### config.mk
export PLATFORM = sky130hd
export DESIGN_NAME = pipe_ctrl_unit
export DESIGN_NICKNAME = d
export VERILOG_FILES = /design/src/rtl/ctrl_pkg.sv /design/src/rtl/ctrl_decode.sv /design/src/rtl/pipe_ctrl_unit.sv
export SDC_FILE = /design/constraint.sdc
export NUM_CORES = 1
export LEC_CHECK = 0
export ABC_CLOCK_PERIOD_IN_PS = 4000
export CAP_MARGIN = 10
export CORE_UTILIZATION = 55
export CTS_BUF_LIST = sky130_fd_sc_hd__clkbuf_4
export DETAILED_ROUTE_END_ITERATION = 10
export DONT_BUFFER_PORTS = 1
export PLACE_DENSITY = 0.81
export SETUP_SLACK_MARGIN = 0.15
export SYNTH_ARGS = -nofsm -noshare
export SYNTH_HDL_FRONTEND = slang
export SYNTH_SLANG_ARGS = --single-unit
### constraint.sdc
create_clock -name clk -period 4 [get_ports clk]
set_input_delay 0.8 -clock clk [delete_from_list [all_inputs] [get_ports clk]]
set_output_delay 0.8 -clock clk [all_outputs]
set_load 0.05 [all_outputs]
### src/rtl/ctrl_pkg.sv
// Shared encodings, control bundle and small helpers for the pipeline controller.
package ctrl_pkg;

   // RV32I major opcodes
   localparam logic [6:0] OP_R      = 7'b0110011;
   localparam logic [6:0] OP_I      = 7'b0010011;
   localparam logic [6:0] OP_LOAD   = 7'b0000011;
   localparam logic [6:0] OP_STORE  = 7'b0100011;
   localparam logic [6:0] OP_BRANCH = 7'b1100011;
   localparam logic [6:0] OP_JAL    = 7'b1101111;
   localparam logic [6:0] OP_JALR   = 7'b1100111;
   localparam logic [6:0] OP_LUI    = 7'b0110111;
   localparam logic [6:0] OP_AUIPC  = 7'b0010111;

   typedef enum logic [3:0] {
      ALU_ADD = 4'd0, ALU_SUB = 4'd1, ALU_AND = 4'd2, ALU_OR   = 4'd3, ALU_XOR = 4'd4,
      ALU_SLL = 4'd5, ALU_SRL = 4'd6, ALU_SRA = 4'd7, ALU_SLT  = 4'd8, ALU_SLTU = 4'd9
   } alu_op_e;

   // WB_IMM writes the U-immediate straight through (lui)
   typedef enum logic [2:0] {WB_ALU = 3'd0, WB_MEM = 3'd1, WB_PC4 = 3'd2, WB_IMM = 3'd3} wb_sel_e;
   typedef enum logic [2:0] {IMM_I = 3'd0, IMM_S = 3'd1, IMM_B = 3'd2, IMM_U = 3'd3, IMM_J = 3'd4} imm_op_e;
   typedef enum logic [1:0] {FWD_RF = 2'd0, FWD_MEM = 2'd1, FWD_WB = 2'd2} fwd_e;

   // Operand selects: A = rs1 / PC, B = rs2 / immediate
   localparam logic SEL_A_RS1 = 1'b0, SEL_A_PC  = 1'b1;
   localparam logic SEL_B_RS2 = 1'b0, SEL_B_IMM = 1'b1;

   typedef struct packed {
      alu_op_e    alu_op;
      logic       alua_sel;
      logic       alub_sel;
      imm_op_e    imm_op;
      logic       brun;
      logic       is_load;
      logic       is_store;
      logic       is_branch;
      logic       is_jump;
      logic       rf_wen;
      wb_sel_e    wb_sel;
      logic [4:0] rd;
      logic [4:0] rs1;
      logic [4:0] rs2;
      logic       rs1_used;
      logic       rs2_used;
      logic [2:0] funct3;
   } ctrl_t;

   // funct3 -> ALU op; alt is ins[30] (sub/sra), only R-type may select sub
   function automatic alu_op_e alu_from_f3(input logic [2:0] f3, input logic alt, input logic reg_op);
      case (f3)
         3'b000:  return (alt && reg_op) ? ALU_SUB : ALU_ADD;
         3'b001:  return ALU_SLL;
         3'b010:  return ALU_SLT;
         3'b011:  return ALU_SLTU;
         3'b100:  return ALU_XOR;
         3'b101:  return alt ? ALU_SRA : ALU_SRL;
         3'b110:  return ALU_OR;
         default: return ALU_AND;
      endcase
   endfunction

   // True when instruction c actually reads architectural register r (x0 never counts)
   function automatic logic reads_reg(input ctrl_t c, input logic [4:0] r);
      return (r != 5'd0) && ((c.rs1_used && c.rs1 == r) || (c.rs2_used && c.rs2 == r));
   endfunction

   // Bypass pick for one EX source; MEM is younger so it wins, loads in MEM have no data yet
   function automatic fwd_e fwd_pick(input logic [4:0] rs, input logic mem_v, input ctrl_t mem_c,
                                     input logic wb_v, input ctrl_t wb_c);
      if (mem_v && mem_c.rf_wen && !mem_c.is_load && mem_c.rd != 5'd0 && mem_c.rd == rs)
         return FWD_MEM;
      else if (wb_v && wb_c.rf_wen && wb_c.rd != 5'd0 && wb_c.rd == rs)
         return FWD_WB;
      else
         return FWD_RF;
   endfunction

endpackage

### src/rtl/ctrl_decode.sv
// Combinational RV32I decoder producing the control bundle for one instruction.
module ctrl_decode
   import ctrl_pkg::*;
(
   input  logic [31:0] ins_i,
   output ctrl_t       ctrl_o
);

   logic [2:0] f3;
   logic       unused_ins;

   assign f3         = ins_i[14:12];
   assign unused_ins = ^{ins_i[31], ins_i[29:25]};

   // Per-class control; anything unrecognised stays an all-zero bubble
   always_comb begin
      ctrl_o        = '0;
      ctrl_o.funct3 = f3;
      ctrl_o.rs1    = ins_i[19:15];
      ctrl_o.rs2    = ins_i[24:20];
      case (ins_i[6:0])
         OP_R: begin
            ctrl_o.alu_op   = alu_from_f3(f3, ins_i[30], 1'b1);
            ctrl_o.brun     = (f3 == 3'b011);
            ctrl_o.rs1_used = 1'b1;
            ctrl_o.rs2_used = 1'b1;
            ctrl_o.rf_wen   = 1'b1;
            ctrl_o.rd       = ins_i[11:7];
         end
         OP_I: begin
            ctrl_o.alu_op   = alu_from_f3(f3, ins_i[30], 1'b0);
            ctrl_o.brun     = (f3 == 3'b011);
            ctrl_o.alub_sel = SEL_B_IMM;
            ctrl_o.rs1_used = 1'b1;
            ctrl_o.rf_wen   = 1'b1;
            ctrl_o.rd       = ins_i[11:7];
         end
         OP_LOAD: begin
            ctrl_o.alub_sel = SEL_B_IMM;
            ctrl_o.is_load  = 1'b1;
            ctrl_o.rs1_used = 1'b1;
            ctrl_o.rf_wen   = 1'b1;
            ctrl_o.wb_sel   = WB_MEM;
            ctrl_o.rd       = ins_i[11:7];
         end
         OP_STORE: begin
            ctrl_o.alub_sel = SEL_B_IMM;
            ctrl_o.imm_op   = IMM_S;
            ctrl_o.is_store = 1'b1;
            ctrl_o.rs1_used = 1'b1;
            ctrl_o.rs2_used = 1'b1;
         end
         OP_BRANCH: begin
            // ALU computes the target PC + imm; the comparator handles the condition
            ctrl_o.alua_sel  = SEL_A_PC;
            ctrl_o.alub_sel  = SEL_B_IMM;
            ctrl_o.imm_op    = IMM_B;
            ctrl_o.brun      = (f3[2:1] == 2'b11);
            ctrl_o.is_branch = 1'b1;
            ctrl_o.rs1_used  = 1'b1;
            ctrl_o.rs2_used  = 1'b1;
         end
         OP_JAL: begin
            ctrl_o.alua_sel = SEL_A_PC;
            ctrl_o.alub_sel = SEL_B_IMM;
            ctrl_o.imm_op   = IMM_J;
            ctrl_o.is_jump  = 1'b1;
            ctrl_o.rf_wen   = 1'b1;
            ctrl_o.wb_sel   = WB_PC4;
            ctrl_o.rd       = ins_i[11:7];
         end
         OP_JALR: begin
            ctrl_o.alub_sel = SEL_B_IMM;
            ctrl_o.is_jump  = 1'b1;
            ctrl_o.rs1_used = 1'b1;
            ctrl_o.rf_wen   = 1'b1;
            ctrl_o.wb_sel   = WB_PC4;
            ctrl_o.rd       = ins_i[11:7];
         end
         OP_LUI: begin
            ctrl_o.alub_sel = SEL_B_IMM;
            ctrl_o.imm_op   = IMM_U;
            ctrl_o.rf_wen   = 1'b1;
            ctrl_o.wb_sel   = WB_IMM;
            ctrl_o.rd       = ins_i[11:7];
         end
         OP_AUIPC: begin
            ctrl_o.alua_sel = SEL_A_PC;
            ctrl_o.alub_sel = SEL_B_IMM;
            ctrl_o.imm_op   = IMM_U;
            ctrl_o.rf_wen   = 1'b1;
            ctrl_o.rd       = ins_i[11:7];
         end
         default: ctrl_o = '0;
      endcase
   end

endmodule

### src/rtl/pipe_ctrl_unit.sv
// 5-stage pipeline controller: decode, ID/EX/MEM/WB control registers, hazards and bypass selects.
module pipe_ctrl_unit
   import ctrl_pkg::*;
#(
   parameter int unsigned FWD_EN   = 1,
   parameter int unsigned ALU_OP_W = 4
) (
   input  logic                clk,
   input  logic                rst_n,
   input  logic [31:0]         id_ins,
   input  logic                id_valid,
   input  logic                ex_breq,
   input  logic                ex_brlt,
   output logic                stall,
   output logic                flush,
   output logic                pc_sel,
   output logic [ALU_OP_W-1:0] ex_alu_op,
   output logic                ex_alua_sel,
   output logic                ex_alub_sel,
   output logic                ex_brun,
   output logic [2:0]          ex_imm_op,
   output logic [1:0]          fwd_a,
   output logic [1:0]          fwd_b,
   output logic                mem_dram_wen,
   output logic                wb_rf_wen,
   output logic [2:0]          wb_sel,
   output logic [4:0]          wb_rd,
   output logic                ex_valid,
   output logic                mem_valid,
   output logic                wb_valid
);

   ctrl_t      id_c, ex_d, ex_q, mem_q, wb_q;
   logic [3:1] vld_pipe_d, vld_pipe_q;   // [1]=EX, [2]=MEM, [3]=WB
   logic       load_use, raw_any, br_taken, redirect, advance;
   logic       unused_bits;

   ctrl_decode u_dec (.ins_i(id_ins), .ctrl_o(id_c));

   // Branch condition from the EX comparator
   always_comb begin
      br_taken = 1'b0;
      case (ex_q.funct3)
         3'b000:  br_taken =  ex_breq;
         3'b001:  br_taken = !ex_breq;
         3'b100:  br_taken =  ex_brlt;
         3'b101:  br_taken = !ex_brlt;
         3'b110:  br_taken =  ex_brlt;
         3'b111:  br_taken = !ex_brlt;
         default: br_taken = 1'b0;
      endcase
   end

   // Hazard detection; a redirect kills the ID instruction anyway, so it overrides any stall
   always_comb begin
      load_use = id_valid && vld_pipe_q[1] && ex_q.is_load && reads_reg(id_c, ex_q.rd);
      raw_any  = id_valid && ((vld_pipe_q[1] && ex_q.rf_wen  && reads_reg(id_c, ex_q.rd))  ||
                              (vld_pipe_q[2] && mem_q.rf_wen && reads_reg(id_c, mem_q.rd)) ||
                              (vld_pipe_q[3] && wb_q.rf_wen  && reads_reg(id_c, wb_q.rd)));
      redirect = vld_pipe_q[1] && (ex_q.is_jump || (ex_q.is_branch && br_taken));
      stall    = !redirect && (load_use || ((FWD_EN == 0) && raw_any));
      flush    = redirect;
      pc_sel   = redirect;
      advance  = id_valid && !stall && !flush;
      ex_d     = advance ? id_c : '0;
      vld_pipe_d = {vld_pipe_q[2], vld_pipe_q[1], advance};
   end

   // Stage registers; a stall or flush drops a bubble into EX while MEM/WB keep moving
   always_ff @(posedge clk) begin
      if (!rst_n) begin
         vld_pipe_q <= '0;
         ex_q       <= '0;
         mem_q      <= '0;
         wb_q       <= '0;
      end else begin
         vld_pipe_q <= vld_pipe_d;
         ex_q       <= ex_d;
         mem_q      <= ex_q;
         wb_q       <= mem_q;
      end
   end

   assign fwd_a        = fwd_pick(ex_q.rs1, vld_pipe_q[2], mem_q, vld_pipe_q[3], wb_q);
   assign fwd_b        = fwd_pick(ex_q.rs2, vld_pipe_q[2], mem_q, vld_pipe_q[3], wb_q);
   assign ex_alu_op    = ALU_OP_W'(ex_q.alu_op);
   assign ex_alua_sel  = ex_q.alua_sel;
   assign ex_alub_sel  = ex_q.alub_sel;
   assign ex_brun      = ex_q.brun;
   assign ex_imm_op    = ex_q.imm_op;
   assign mem_dram_wen = vld_pipe_q[2] && mem_q.is_store;
   assign wb_rf_wen    = vld_pipe_q[3] && wb_q.rf_wen && (wb_q.rd != 5'd0);
   assign wb_sel       = wb_q.wb_sel;
   assign wb_rd        = wb_q.rd;
   assign ex_valid     = vld_pipe_q[1];
   assign mem_valid    = vld_pipe_q[2];
   assign wb_valid     = vld_pipe_q[3];
   assign unused_bits  = ^{ex_q, mem_q, wb_q};

endmodule

==> flow_summary.yaml <==
clock_network:
  cts_resized: 0
  cts_tree: "done"
  numCtsBuffers: 5
  hold_buffers: 0
  root_buffer: "clkbuf_4"
  clkSinkCount: 56
  post_cts_buffers: 0
  clk_path_buf_depth: 2
  htree_levels: 2
  clkLatencyLatePin_ps: 360
  clk_pin_slew_worst_paths_ps: 140
detailed_routing:
  drc: 0
  ant_nets: 0
  drt_first_iter_violations: 93
  dr_total_vias: 1990
  finalWirelength_mm: 5.53
  viasPerCell: 5.98
  first_pass_iters: 4
  avgRoutedWirePerCell_um: 16.6
timing:
  finalSetupViolCount: 0
  worst_slew_pin_slew_ps: 883
  tns_ps: 0
  fmax_mhz: 307
  hold_viol: 0
  slew_headroom_pct: 40.6
  worst_clock_skew_ps: 8.65
  min_period_ps: 3260
  finalMaxSlewViolations: 0
  hold_slack_ps: 447
  rsz0062_at_grt: "false"
  fin_ws_ps: 740
  timing.final.crit_share_pct: 81.5
worst_setup_path:
  critPathKind: "flip-flop to primary output"
  crit_path_start_kind: "flip-flop"
  crit_path_top_delay_cell: "dfxtp_1"
  cp.required_ps: 3200
  path_cells: "or3_1 -> o311a_1 -> nand4_1 -> nor4_2 -> buf_4"
  cp.arrival_ps: 2460
  cpLargestDelayFamily: "flip-flops"
  path_max_fanout: 4
  crit_buf_inv: 1
  crit_path_end_kind: "primary output"
  max_stage_delay_ps: 750
placed_design:
  dpl_worst_slack_ps: 866
  gp_congestion: 0.829
  dpl-instance-area_um2: 2620
  portBuffers: 0
  place_inst: 325
  dp_hpwl_mm: 4.06
die:
  io_pins: 67
  rows: 24
  initial_core_util_pct: 59.0
  core_um2: 4500
  die_h_um: 71.5
  die_w_um: 71.5
  die_area_um2: 5110
global_routing:
  gr-total-overflow: 0
  antenna_found_initial: 0
  grt.total_usage_pct: 23.4
  grt_pass1_wl_mm: 9.27
  first_global_vias: 1965
  grt_max_degree: 36
cells_and_area:
  final_cells: 333
  postLayoutCoreUtil_pct: 59.4
  syn_to_final_growth_pct: 0.659
  drive_above_1_share_pct: 11.4
  n_antenna_cell: 0
  finalNetCount: 317
  design_area_um2: 2680
pwr:
  p_per_area_nw_per_um2: 320
  p_leak_nw: 1.01
  ir_drop_mv: 0.191
  p_total_mw: 0.857
min_path:
  holdCritPathClass: "flip-flop to flip-flop"
flow_run:
  cap_violations: 0
yosys:
  syn_nets: 333
  yosys.cell_types.count: 52
  yosysTopAreaCell: "dfxtp_1"
  yosysMostFrequentCell: "dfxtp_1"
  synth_edf_count: 0
  netlist.area_leader.share_pct: 42.2
  syn_area_um2: 2660
  synth_seq_cells: 56
  synth-async-reset-ratio_pct: 0
  synth_common_cells: "56 x dfxtp_1, 27 x nor3_1, 26 x nand2_1"
  ys_top_cells_by_area: "dfxtp_1 42%, buf_4 5.6%, and2_1 5.2%"
  avgSynthCellArea_um2: 8.98
  seq_area_frac_synth_pct: 42.2
  synthCells: 296
  synthFlopType: "dfxtp_1"
  yosysWarnings: 0
status:
  status: "finished, final reports clean"
==> routing by layer <==
layer / vias up / track usage, % / part of all wire (%)
met2: 74 / 37.1 / 48
met5: - / 0 / 0
li1: 980 / - / -
met1: 926 / 29.1 / 43
met4: 0 / 7.84 / 1.6
met3: 10 / 9.14 / 8.2
==> worst reg2reg max path: stages (launching register included) <==
cell and delay (ps):
dfxtp_1 400, nor3b_1 70, a2111oi_0 420, buf_4 210
nor4b_4 40, buf_4 260, nor2_1 340, nand2_4 300
nor4_1 340
==> final cells by class <==
cell class | count | area, µm²
clock buffer | 6 | 45.0
clock inverter | 2 | 11.3
fill | 397 | 1830
inverter | 9 | 33.8
multi-input combinational | 200 | 1330
sequential | 56 | 1120
tap | 52 | 65.1
timing repair buffer | 8 | 72.6
==> layout by cell type, fill, tap and decap left out, types with 2 or more instances in the layout <==
master     netlist  final
nand3_1          7      7
nor4_2           2      6
xor2_1           9      9
a221oi_1         2      2
nor3_1          27     27
o21ai_0          6      6
nor4b_1          3      2
dfxtp_1         56     56
nand2_1         26     26
nand4_1          3      3
and3_1           3      3
nand2b_1         3      3
a21oi_1          8      8
or4_1            2      2
or3_1            5      5
xnor2_1         13     13
buf_4           20      7
clkbuf_4         0      6
nor2_1          18     18
nand3b_4         2      2
and2_1          22     22
a2111oi_2        2      2
nor4_1           7      3
o22ai_1          3      3
a31oi_1          2      2
inv_1            9      9
nand2_4          2      2
==> final timing paths <==
path	start	to	slack, ps	depth (start not counted)
setup / recovery	wb_rd[0]	fwd_a[1]	740	5
hold / removal	ex_q[26]	mem_q[26]	450	1
setup reg to reg	ex_q[2]	ex_q[27]	1530	8
hold reg to reg	ex_q[26]	mem_q[26]	450	1
==> sequential cells by signal (all words and copies together), names as in the netlist <==
name / flops
ex_q: 25
ex_alua_sel: 1
wb_sel: 2
wb_q: 1
ex_brun: 1
mem_q: 10
ex_alub_sel: 1
ex_alu_op: 4
ex_imm_op: 3
vld_pipe_q: 3
wb_rd: 5
==> power breakdown <==
group          switching [mW]  total, mW  internal [mW]  leakage, nW
Combinational          0.0301     0.0500         0.0199        0.525
Clock                   0.162      0.237         0.0741       0.0293
Sequential            0.00913      0.571          0.562        0.452
==> logic make-up after synthesis <==
logic type / Yosys count / synth area share [%]
muxes: 1 / 0.377
DFF: 56 / 42.2
xor gates and xnor gates: 22 / 7.25
AOI/OAI and AO/OA: 35 / 9.98
buffers and inverters: 40 / 9.42
and+or+nand+nor: 141 / 30.6
other: 1 / 0.141
Power figures use the tool's default switching activity.
